**src/rtl/instr_loader.sv**
```systemverilog
// instr_loader: serial valid/ready feeder that packs 32-bit words into
// the flat instruction bundle, pulses start once, then holds until reload.
//
// Ports:
//   clock, reset      : rising-edge clock, synchronous active-high reset
//   in_valid/in_ready : word handshake; accept when both are high
//   in_word, in_last  : instruction word and end-of-program marker
//   reload            : discard bundle and return to loading
//   instr             : packed bundle, word 0 in the top slot
//   start             : one-cycle pulse when the bundle becomes valid
//   load_done         : high while the CPU runs the bundle
//   word_count        : words accepted since last reset/reload
module instr_loader #(
  parameter int NUM_WORDS = 10,
  parameter int WORD_W    = 32,
  parameter int CNT_W     = 4
) (
  input  logic                        clock,
  input  logic                        reset,
  input  logic                        in_valid,
  input  logic [WORD_W-1:0]           in_word,
  input  logic                        in_last,
  output logic                        in_ready,
  input  logic                        reload,
  output logic [NUM_WORDS*WORD_W-1:0] instr,
  output logic                        start,
  output logic                        load_done,
  output logic [CNT_W-1:0]            word_count
);

  typedef enum logic [1:0] {
    LOAD = 2'd0,
    FIRE = 2'd1,
    RUN  = 2'd2
  } state_t;

  localparam logic [CNT_W-1:0] LAST_IDX =
    CNT_W'(NUM_WORDS - 1);

  state_t state;
  logic   accept;
  logic   at_last_slot;
  logic   finish;

  assign in_ready     = (state == LOAD) && !reload;
  assign accept       = in_valid && in_ready;
  assign at_last_slot = (word_count == LAST_IDX);
  // Auto-fire on the final slot so word_count never passes NUM_WORDS.
  assign finish       = in_last || at_last_slot;

  always_ff @(posedge clock) begin
    if (reset) begin
      state      <= LOAD;
      instr      <= '0;
      word_count <= '0;
      start      <= 1'b0;
      load_done  <= 1'b0;
    end else if (reload) begin
      state      <= LOAD;
      instr      <= '0;
      word_count <= '0;
      start      <= 1'b0;
      load_done  <= 1'b0;
    end else begin
      unique case (state)
        LOAD: begin
          start     <= 1'b0;
          load_done <= 1'b0;
          if (accept) begin
            for (int i = 0; i < NUM_WORDS; i++) begin
              if (word_count == CNT_W'(i)) begin
                instr[(NUM_WORDS-i)*WORD_W-1 -: WORD_W]
                  <= in_word;
              end
            end
            word_count <= word_count + CNT_W'(1);
            if (finish) begin
              state <= FIRE;
              start <= 1'b1;
            end
          end
        end
        FIRE: begin
          state     <= RUN;
          start     <= 1'b0;
          load_done <= 1'b1;
        end
        RUN: begin
          start     <= 1'b0;
          load_done <= 1'b1;
        end
        default: begin
          state     <= LOAD;
          start     <= 1'b0;
          load_done <= 1'b0;
        end
      endcase
    end
  end

endmodule

```
**config.mk**
```make
export PLATFORM = sky130hd
export DESIGN_NAME = instr_loader
export DESIGN_NICKNAME = d
export VERILOG_FILES = /design/src/rtl/instr_loader.sv
export SDC_FILE = /design/constraint.sdc
export NUM_CORES = 1
export LEC_CHECK = 0
export ABC_AREA = 1
export CAP_MARGIN = 10
export CORE_UTILIZATION = 47
export CTS_CLUSTER_DIAMETER = 80
export DETAILED_ROUTE_END_ITERATION = 7
export PLACE_DENSITY = 0.79
export SLEW_MARGIN = 10
export SYNTH_ARGS = -nofsm -noshare
export SYNTH_HDL_FRONTEND = slang
export SYNTH_SLANG_ARGS = --single-unit
```
**constraint.sdc**
```tcl
create_clock -name clock -period 2.3 [get_ports clock]
set_input_delay 0.575 -clock clock [delete_from_list [all_inputs] [get_ports clock]]
set_output_delay 0.575 -clock clock [all_outputs]
set_load 0.05 [all_outputs]
```
# Yosys cells after proc, flatten, opt, wreduce, memory -nomap -nowiden
# Index checks and enable logic that the tools add are counted.
[totals] reg_bits=328 inputBits=37 output_inout_bits=327 word_cells=57
[op_classes] add_sub_neg=1 eq_ne=13 n_mux=5 bitwise=3 reduce_logical=21
[ops] op="$reduce_and A3 Y1" n=11
[ops] op="$eq A4 B3 Y1 const B" n=4
[ops] op="$eq A4 B2 Y1 const B" n=2
[ops] op="$eq A4 B4 Y1 const B" n=2
[ops] op="$pmux W2 S3" n=1
[ops] op="$add A4 B1 Y4 const B" n=1
[ops] op="$eq A4 B1 Y1 const B" n=1
[ops] op="$logic_not A4 Y1" n=1
[ops] op="$mux W2" n=2
[ops] op="$ne A2 B2 Y1 const B" n=2
[ops] op="$reduce_or A2 Y1" n=2
[ops] op="$reduce_or A4 Y1" n=1
[ops] op="$not A1 Y1" n=3
[ops] op="$eq A2 B1 Y1 const B" n=1
[ops] op="$eq A2 B2 Y1 const B" n=1
[ops] op="$logic_and A1 B1 Y1" n=2
[ops] op="$logic_not A2 Y1" n=1
[ops] op="$mux W1" n=2
[ops] op="$reduce_and A2 Y1" n=1
[ops] op="$logic_not A1 Y1" n=1
[ops] op="$logic_or A1 B1 Y1" n=1

# Depth between registers and ports, before layout
# Gate-level depths: netlist of run 1.
[depth] word_depth=5 depth_mapped=10 depth_no_buf=8

# Worst setup path before layout of run 1
# Ideal clock, no wire load.
[synth_timing] path_type="register -> register" start="register word_count[1]" end="register instr[91]" setup_ns=0.114 arrival_ns=1.798 path_slack_ns=0.388 path_stages_with_launch=8 path_buffers=1 synth_period_minus_slack_ns=1.912 path_cell_list="dfxtp_1 -> ha_1 -> inv_1 -> nor3_4 -> buf_6 -> nand2_1 -> nand2_1 -> nor2_1"
[synth_between] elab_chain_len=2
[synth_lines] item="start, declared" line="28" text="output logic [CNT_W-1:0] word_count"
[synth_lines] item="start signal, assigned" line="76" text="word_count <= word_count + CNT_W'(1);"
[synth_lines] item="$eq A4 B3 Y1" line="71" text="if (word_count == CNT_W'(i)) begin"
[synth_lines] item="$reduce_and A3 Y1 (no line)"
[synth_lines] item="end signal, assigned" line="54" text="instr <= '0;"
[synth_lines] item="end signal, assigned" line="60" text="instr <= '0;"
[synth_lines] item="end, declared" line="25" text="output logic [NUM_WORDS*WORD_W-1:0] instr,"
# Every way passes these cells.
# A chain may end at the register's enable or synchronous reset.

# Worst setup path after layout of run 1
[layout_timing] start="register instr[303]" end="output port instr[303]"
# No word-level cell between the ends.

==> results of run 1 <==
==> placed cells by master, fill, tap and decap left out, drive strengths merged, types with 7 or more instances in the layout <==
master         Yosys  final
inv               19     20
clkbuf            13     52
o21ai            100    100
a21oi             68     68
nor3              40     40
dlymetal6s2s       0     31
clkdlybuf4s50      0    322
dfxtp            328    328
nand2            454    454
clkinv            32     36
buf               89     41
ha                 7      7
nor2             488    488
==> cells in the mapped netlist, drive strengths merged <==
| cell | count | area, um^2 |
|---|---|---|
| a21oi | 68 | 340.3 |
| inv | 19 | 71.32 |
| ha | 7 | 87.58 |
| a211oi | 1 | 7.510 |
| nand4 | 2 | 12.51 |
| dfxtp | 328 | 6566 |
| nor2 | 488 | 1847 |
| o21ai | 100 | 500.5 |
| a31oi | 1 | 6.260 |
| nand3 | 6 | 35.03 |
| nor3 | 40 | 340.3 |
| clkbuf | 13 | 48.80 |
| nand2 | 454 | 1719 |
| buf | 89 | 720.7 |
| clkinv | 32 | 120.1 |
==> routing by layer <==
layer  global-route usage (%)  part of all wire (%)  up-vias
met5                   0.1894                     0        -
met4                    10.55                   3.3        0
met3                    6.680                   8.8       83
met2                    41.46                    45      452
met1                    35.33                    43     5257
li1                         -                     -     5747
==> state kept, by name (all words and copies together), names as in the netlist <==
| register | flops |
|---|---|
| instr | 320 |
| start | 1 |
| state | 2 |
| load_done | 1 |
| word_count | 4 |
==> power groups by stage <==
stage | combinational, mW | clock [mW] | sequential [mW]
floorplan | 0.360 | 0 | 5.95
global placement | 0.745 | 0 | 5.85
detailed placement | 0.757 | 0 | 5.85
CTS | 0.760 | 5.65 | 5.73
global route | 0.828 | 5.87 | 5.73
finish | 0.763 | 5.56 | 5.73
==> tightest hold or removal path, stage by stage (launching register included) <==
cell,delay [ns]
dfxtp_1,0.32
nor2_1,0.04
nor2_1,0.08
==> metrics by stage <==
stage	util (%)	area (um^2)	hold slack [ns]	cells	total power, mW
2_1_floorplan	-	12420	0.4828	1648	6.315
3_3_place_gp	62.58	16260	0.4615	2279	6.597
3_5_place_dp	62.58	16260	0.4708	2279	6.611
4_1_cts	66.88	17380	0.4842	2338	12.14
5_1_grt	67.18	17460	0.5015	2338	12.43
6_report	67.18	17460	0.4787	2338	12.05
==> cells by family (layout without fill, tap and decap cells) <==
family | Yosys count | after routing
adder cells (fa/ha/maj) | 7 | 7
buffers and inverters | 153 | 508
flip-flops | 328 | 328
AO/OA/AOI/OAI | 170 | 170
AND/OR/NAND/NOR | 990 | 990
==> cell type report <==
type / instances / share of cell area (%)
flip-flops and latches: 328 / 37.62
well taps: 335 / 2.401
clock inverters: 7 / 0.5089
repair buffers: 398 / 24.37
multi-input cells: 1167 / 28.09
inverters: 51 / 1.097
clock buffers: 52 / 5.914
==> what timing repair did <==
action,in CTS,in global routing
buffers inserted,0,0
gates resized for setup,4,31
setup endpoints to repair,4,31
endpoints found under the hold margin,0,0
==> worst max-delay path by stage <==
stage                   from         end  slack (ns)  cells past startpoint
6_report          instr[303]  instr[303]        0.03                      1
5_1_grt           instr[244]  instr[244]      0.0006                      1
4_1_cts            instr[82]   instr[82]      0.0002                      1
3_5_place_dp        in_valid  instr[295]        0.11                      8
3_3_place_gp        in_valid  instr[101]        0.15                      8
2_1_floorplan  word_count[1]   instr[91]        0.39                      7
==> results.toml, run 1 <==
[die]
start_util_pct = 47.81
ioPinCount = 364
dieArea_um2 = 27090
die_w_um = 164.6
die_h_um = 164.6
rows = 59
core_region_area_um2 = 25980

[global_route]
grt_pass1_wl_mm = 56.45
grt_max_degree = 65
grt_overflow = 0
antenna_found_initial = 0
grt_pass1_vias = 10520
grt_usage_pct = 26.65

[flow_run]
cap_violations = 0

[setup_path]
worstPathMaxFanout = 2
critPathBufInv = 1
ff2ff_setup_slack_ns = 0.44
critPathKind = "register to primary output"
cp.required_ns = 1.73
cpPeakStageDelay_ns = 0.87
rr_worst_depth = 9
cp_cell_sequence = "clkdlybuf4s50_1"
cp_top_family = "buffers and inverters"
crit_arrival_ns = 1.70
r2r-end = "instr[292]"
reg2reg_from = "state[0]"
endpoint_kind = "primary output"
cp_slowest_cell = "clkdlybuf4s50_1"
start_kind = "register"

[logic_synthesis]
synth_top_family_by_area = "simple AND/OR/NAND/NOR gates"
netlist_area_um2 = 12420
ys_ff_latch = 328
synth-seq-area-share_pct = 52.86
syn_area_per_cell_um2 = 7.538
synthMuxAreaShare_pct = 0
yosysUniqueCellTypes = 25
syn_nets = 1692
yosys_warnings = 0
synth_xor_area_share_pct = 0
synth_fa_ha_area_share_pct = 0.7050
synth_cells = 1648
synth_compound_area_share_pct = 6.879
yosys.area_share.simple_pct = 31.83

[timing]
finalWorstSetupSlack_ns = 0.02611
clock_skew_ns = 0.01152
tightest_slew_ns = 0.5951
tns_ns = 0
clock.fmax_mhz = 439.8
rsz0062_at_grt = "no"
slew_headroom_pct = 60.26
drv_slew = 0
finalHoldViolCount = 0
min_period_ns = 2.274
finalCritPeriodShare_pct = 98.86
finalSetupViolCount = 0

[placement]
dp.final_hpwl_mm = 25.50
dpl_worst_slack_ns = 0.1095
io_buffers = 363
gp_congestion = 0.8240

[finish]
final_nets = 2025
n_antenna_cell = 0
syn_to_final_growth_pct = 40.51
fillers = 2147
drive_gt1_share_pct = 5.841
multi_input_area_um2 = 4903
seqCellArea_um2 = 6566

[pwr]
clkPwrFrac_pct = 46.1
comb_power_share_pct = 6.3
p_leak_nw = 6.902
p_sw_mw = 2.767
peakVddDrop_mv = 0.4946
pwr-share-seq_pct = 47.5
internal_power_mw = 9.285
p_per_area_nw_per_um2 = 690.5
swShare_pct = 22.96

[status]
status = "completed"

[drt]
drc = 0
dr_total_vias = 11540
viasPerCell = 4.935
drtAntennaViolNets = 0
wl_mm = 36.82
first_pass_iters = 6
wl_per_cell_um = 15.75
drt-initial-drc-count = 1036

[clocking]
cts_hold_buf = 0
cts_tree = "built"
clk_path_buf_depth = 3
clk_pin_slew_worst_paths_ns = 0.06
cts_sinks = 328
cts_buffers = 35
root_buffer = "clkbuf_16"
htreeDepth = 2
clk_latency_ns = 0.51

[worst_hold_path]
hp-start = "instr[306]"
min_to = "instr[306]"
worstHoldPathType = "register to register"
min_path_cells = 2
Note: power is estimated with default switching activity, not from simulation.
==> run 2: changes to the inputs <==
Settings changed: CORE_MARGIN set to 5.
==> run 2 against run 1 <==
Effect of this change: combinational power is 1% lower; sequential power about the same; register-to-register slack is essentially flat; critical endpoint is now instr[97]; via count is essentially flat; sequential cell count stayed put; critical path depth is the same.
==> results.toml, run 2 (synthesized netlist as in run 1, its figures left out) <==
[clocking]
clk_path_buf_depth = 3
clk_latency_ns = 0.51
cts_hold_buf = 0
cts_setup_buffers = 0
htreeDepth = 2
clk_pin_slew_worst_paths_ns = 0.06
root_buffer = "clkbuf_16"
cts_sinks = 328
cts_tree = "built"
cts_buffers = 36

[setup_path]
ff2ff_setup_slack_ns = 0.43
cp_top_family = "buffers and inverters"
worstPathMaxFanout = 2
crit_arrival_ns = 1.69
r2r-end = "instr[15]"
critPathBufInv = 1
endpoint_kind = "primary output"
cp_cell_sequence = "clkdlybuf4s50_1"
cp_slowest_cell = "clkdlybuf4s50_1"
cp.required_ns = 1.73
cpPeakStageDelay_ns = 0.85
rr_worst_depth = 8
reg2reg_from = "state[0]"
start_kind = "register"
critPathKind = "register to primary output"

[pwr]
p_leak_nw = 7.366
p_per_area_nw_per_um2 = 700.3
peakVddDrop_mv = 0.5799
power_mw = 12.28

[finish]
drive_gt1_share_pct = 6.191
final_common_cell = "nor2_1"
n_antenna_cell = 0
largestRegisters = "instr (320), word_count (4), state (2)"
fillers = 2080
final_nets = 2022
layout_common_cells = "485 x nor2_1, 452 x nand2_1, 328 x dfxtp_1, 294 x clkdlybuf4s50_1, 68 x a21oi_1"
largest_reg_flops = 320
regMostFlops = "instr"
syn_to_final_growth_pct = 41.19
fin_cells = 2338

[die]
ioPinCount = 364
core_region_area_um2 = 26060
dieArea_um2 = 29780
rows = 59
start_util_pct = 47.67
die_h_um = 172.6
die_w_um = 172.6

[global_route]
antenna_found_initial = 0
grt_max_degree = 67
grt_pass1_wl_mm = 59.42
grt_overflow = 0
grt_usage_pct = 24.20
grt_pass1_vias = 10770

[timing]
tightest_slew_ns = 0.6084
slew_headroom_pct = 59.37
rsz0062_at_grt = "no"
clock.fmax_mhz = 440.8
tns_ns = 0
drv_slew = 0
finalHoldViolCount = 0
min_period_ns = 2.269
finalCritPeriodShare_pct = 98.64
clock_skew_ns = 0.01493
finalSetupViolCount = 0

[placement]
gp_congestion = 0.8424
dp.final_hpwl_mm = 26.93
dp.cells = 2275
io_buffers = 363

[drt]
wl_mm = 38.66
drc = 0
first_pass_iters = 5
drtAntennaViolNets = 0
viasPerCell = 4.937
dr_total_vias = 11540
top_layer_used = "met4"
met1_length_mm = 16.32
dr_wl_met2_mm = 17.82
drt-initial-drc-count = 929
wl_per_cell_um = 16.53
met3_length_mm = 3.408

[status]
status = "completed"

[worst_hold_path]
min_to = "instr[270]"
worstHoldPathType = "register to register"
min_path_cells = 2
hp-start = "instr[270]"

[flow_run]
cap_violations = 0
run 2: layer usage:
layer / vias up / GRT usage, %
li1: 5744 / -
met1: 5280 / 30.83
met2: 449 / 39.31
met3: 70 / 7.686
met4: 0 / 7.593
met5: - / 0
run 2: report_power, final:
group	switching, mW	internal [mW]	total (mW)
combinational	0.513	0.241	0.755
sequential	0.0192	5.71	5.73
clock	2.33	3.47	5.80
total	2.86	9.42	12.3
run 2: stage by stage:
step / hold WS [ns] / utilization [%] / area (um^2) / setup slack [ns]
final: 0.4733 / 67.31 / 17540 / 0.03130
after global routing: 0.4985 / 67.31 / 17540 / 0.001379
after CTS: 0.4834 / 66.77 / 17400 / 0.0003801
after detailed placement: 0.4710 / 62.19 / 16210 / 0.05207
after global placement: 0.4617 / 62.19 / 16210 / 0.07811
after floorplan: 0.4828 / - / 12420 / 0.3877
run 2: repair_timing:
action,4_1_cts,5_1_grt
resized for setup,8,56
cloned,0,0
setup endpoints to repair,8,56
run 2: final cells by class:
class	count	area (um^2)	area share [%]
Clock buffer	46	1010	5.756
Tap cell	335	419.2	2.390
Clock inverter	17	193.9	1.106
Sequential cell	328	6566	37.43
Timing Repair Buffer	394	4254	24.25
Inverter	51	191.4	1.091
Multi-Input combinational cell	1167	4906	27.97
run 2: how the worst max path moves through the flow:
stage | to | depth (start not counted) | slack (ns) | startpoint
2_1_floorplan | instr[91] | 7 | 0.39 | word_count[1]
3_3_place_gp | instr[171] | 8 | 0.08 | in_valid
3_5_place_dp | instr[108] | 8 | 0.05 | in_valid
4_1_cts | instr[308] | 1 | 0.0004 | instr[308]
5_1_grt | instr[41] | 1 | 0.001 | instr[41]
6_report | instr[97] | 1 | 0.03 | instr[97]
==> patch: new RTL, config.mk and constraints of run 2 <==
Set the parameter `WORD_W` to 40 (it was 32).
--- a/src/rtl/instr_loader.sv
+++ b/src/rtl/instr_loader.sv
@@ -13,5 +13,5 @@
 module instr_loader #(
   parameter int NUM_WORDS = 10,
-  parameter int WORD_W    = 32,
+  parameter int WORD_W    = 40,
   parameter int CNT_W     = 4
 ) (
Ports: changed (resized in_word and instr); port bits go from 364 to 452. No check against the original RTL was run, so the function may have changed too.
==> patch against run 2 <==
Register-to-register slack worse by 40 ps. Worst setup slack worse by 7.5 ps. Area after synthesis up 24%. Sequential cell count up 80. Highest routed layer unchanged. Power up 25%. Wire length up 30%. Clock skew up 0.54 ps. Cell area up 25%. Largest power group unchanged. Cell count up 25%.
==> patch: results (changes against run 2) <==
* Layout Cells excl Fill at 2934 (was 2338)
* Share of layout cells above drive strength 1 at 0.0610 (was 0.0619)
* Final #Nets at 2512 (was 2022)
* Syn Area/Cell at 7.51 µm² (was 7.54 µm²)
* Synthesis warning total at 0 (unchanged)
* Top post-synthesis cells by count: nor2_1, nand2_1, dfxtp_1, o21ai_0, a21oi_1 (was nor2_1, nand2_1, dfxtp_1, a21oi_1, o21ai_0)
* Synth Flop Type: dfxtp_1 (unchanged)
* Final Wtd Congestion at 0.821 (was 0.842)
* Fill cell count at 2547 (was 2080)
* Max VDD drop at 734 µV (was 580 µV)
* Largest registers: instr x400, word_count x4, state x2 (was instr x320, word_count x4, state x2)
* First-pass GRT wire length at 75900 µm (was 59400 µm)
* PortBufs at 451 (was 363)
* Setup Skew at 15.5 ps (was 14.9 ps)
* H-tree levels at 2 (unchanged)
* Vias per cell at 4.96 (was 4.94)
* TritonRoute pass-1 iters at 7 (was 5)
* Hpwl dp at 34200 µm (was 26900 µm)
* Seq/Total Area, Yosys at 0.532 (was 0.529)
* Clock Latency Late Sink at 530 ps (was 510 ps)
* Crit-path max FO at 2 (unchanged)
* GRT Util Overall at 0.262 (was 0.242)
* Starting DRT DRC Count at 872 (was 929)
* Setup WS pre-CTS at 24.3 ps (was 52.1 ps)
* Largest net degree at the start of global routing at 73 (was 67)
* GR Overflow Total at 0 (unchanged)
* Number of global-route vias before repair at 14000 (was 10800)
* Status: finished clean (unchanged)
* Syn nets at 2097 (was 1692)
* CP top delay family: buffers and inverters (unchanged)
* Wire length per cell at 17.1 µm (was 16.5 µm)
* CTS root buf: clkbuf_16 (unchanged)
* R2r worst-path depth at 10 (was 8)
* Initial antenna violation count at 1 (was 0)
* TritonCTS Buffers at 42 (was 36)
* P_leak at 0.0105 µW (was 0.00737 µW)
* Slew margin rel. at 0.604 (was 0.594)
* Top post-synthesis cells by area: dfxtp_1, nor2_1, nand2_1, buf_6, o21ai_0 (was dfxtp_1, nor2_1, nand2_1, buf_6, a21oi_1)
==> patch: changes by cell type after synthesis, sizes merged, moves of 16 or more <==
cell / delta
nand2: +112
o21ai: +24
a21oi: +16
nor2: +120
clkbuf: +21
dfxtp: +80
==> patch: layer usage <==
layer / vias to the layer above / global-route usage / routed length [µm]
met3: 132 / 0.0763 / 4770
met4: 0 / 0.125 / 2380
met1: 6689 / 0.311 / 19300
li1: 7142 / - / -
met5: - / 0 / 0
met2: 589 / 0.435 / 23600
==> patch: power by group <==
group	total [µW]	internal [µW]	switching (µW)	leakage [µW]
registers	7120	7100	21.0	0.00329
clock network	7330	4490	2840	0.000739
logic	929	300	628	0.00643
==> patch: kinds of logic (layout without fill, tap and decap cells) <==
family | count (synthesis) | after routing | synth area share
buf+inv | 190 | 637 | 0.0787
fa+ha+maj | 7 | 7 | 0.00570
simple gates | 1230 | 1230 | 0.315
flops | 408 | 408 | 0.532
compound gates | 210 | 210 | 0.0687
==> patch: repair_timing <==
| action | in CTS | in global routing |
|---|---|---|
| setup endpoints to repair | 57 | 125 |
| gates cloned | 0 | 0 |
| gates resized for setup | 57 | 125 |
| setup buffers | 0 | 0 |
==> patch: layout make-up <==
type | instances | share of cell area
clock buffers | 56 | 0.0548
clock inverters | 20 | 0.0134
inverters | 59 | 0.0101
multi-input cells | 1447 | 0.273
flip-flops and latches | 408 | 0.372
well taps | 442 | 0.0252
repair buffers | 502 | 0.252
==> patch: final timing paths <==
kind	from	to	slack, ps
hold / removal	instr[366]	instr[366]	480
setup reg to reg	state[0]	instr[307]	390
setup / recovery	instr[238]	instr[238]	20
hold reg to reg	instr[366]	instr[366]	480
==> patch: through the flow <==
stage	hold slack [ps]	area (µm²)	utilization
finish	476	22000	0.679
detailed placement	471	20200	0.625
floorplan	483	15400	-
CTS	481	21700	0.670
global route	495	22000	0.679
global placement	462	20200	0.625
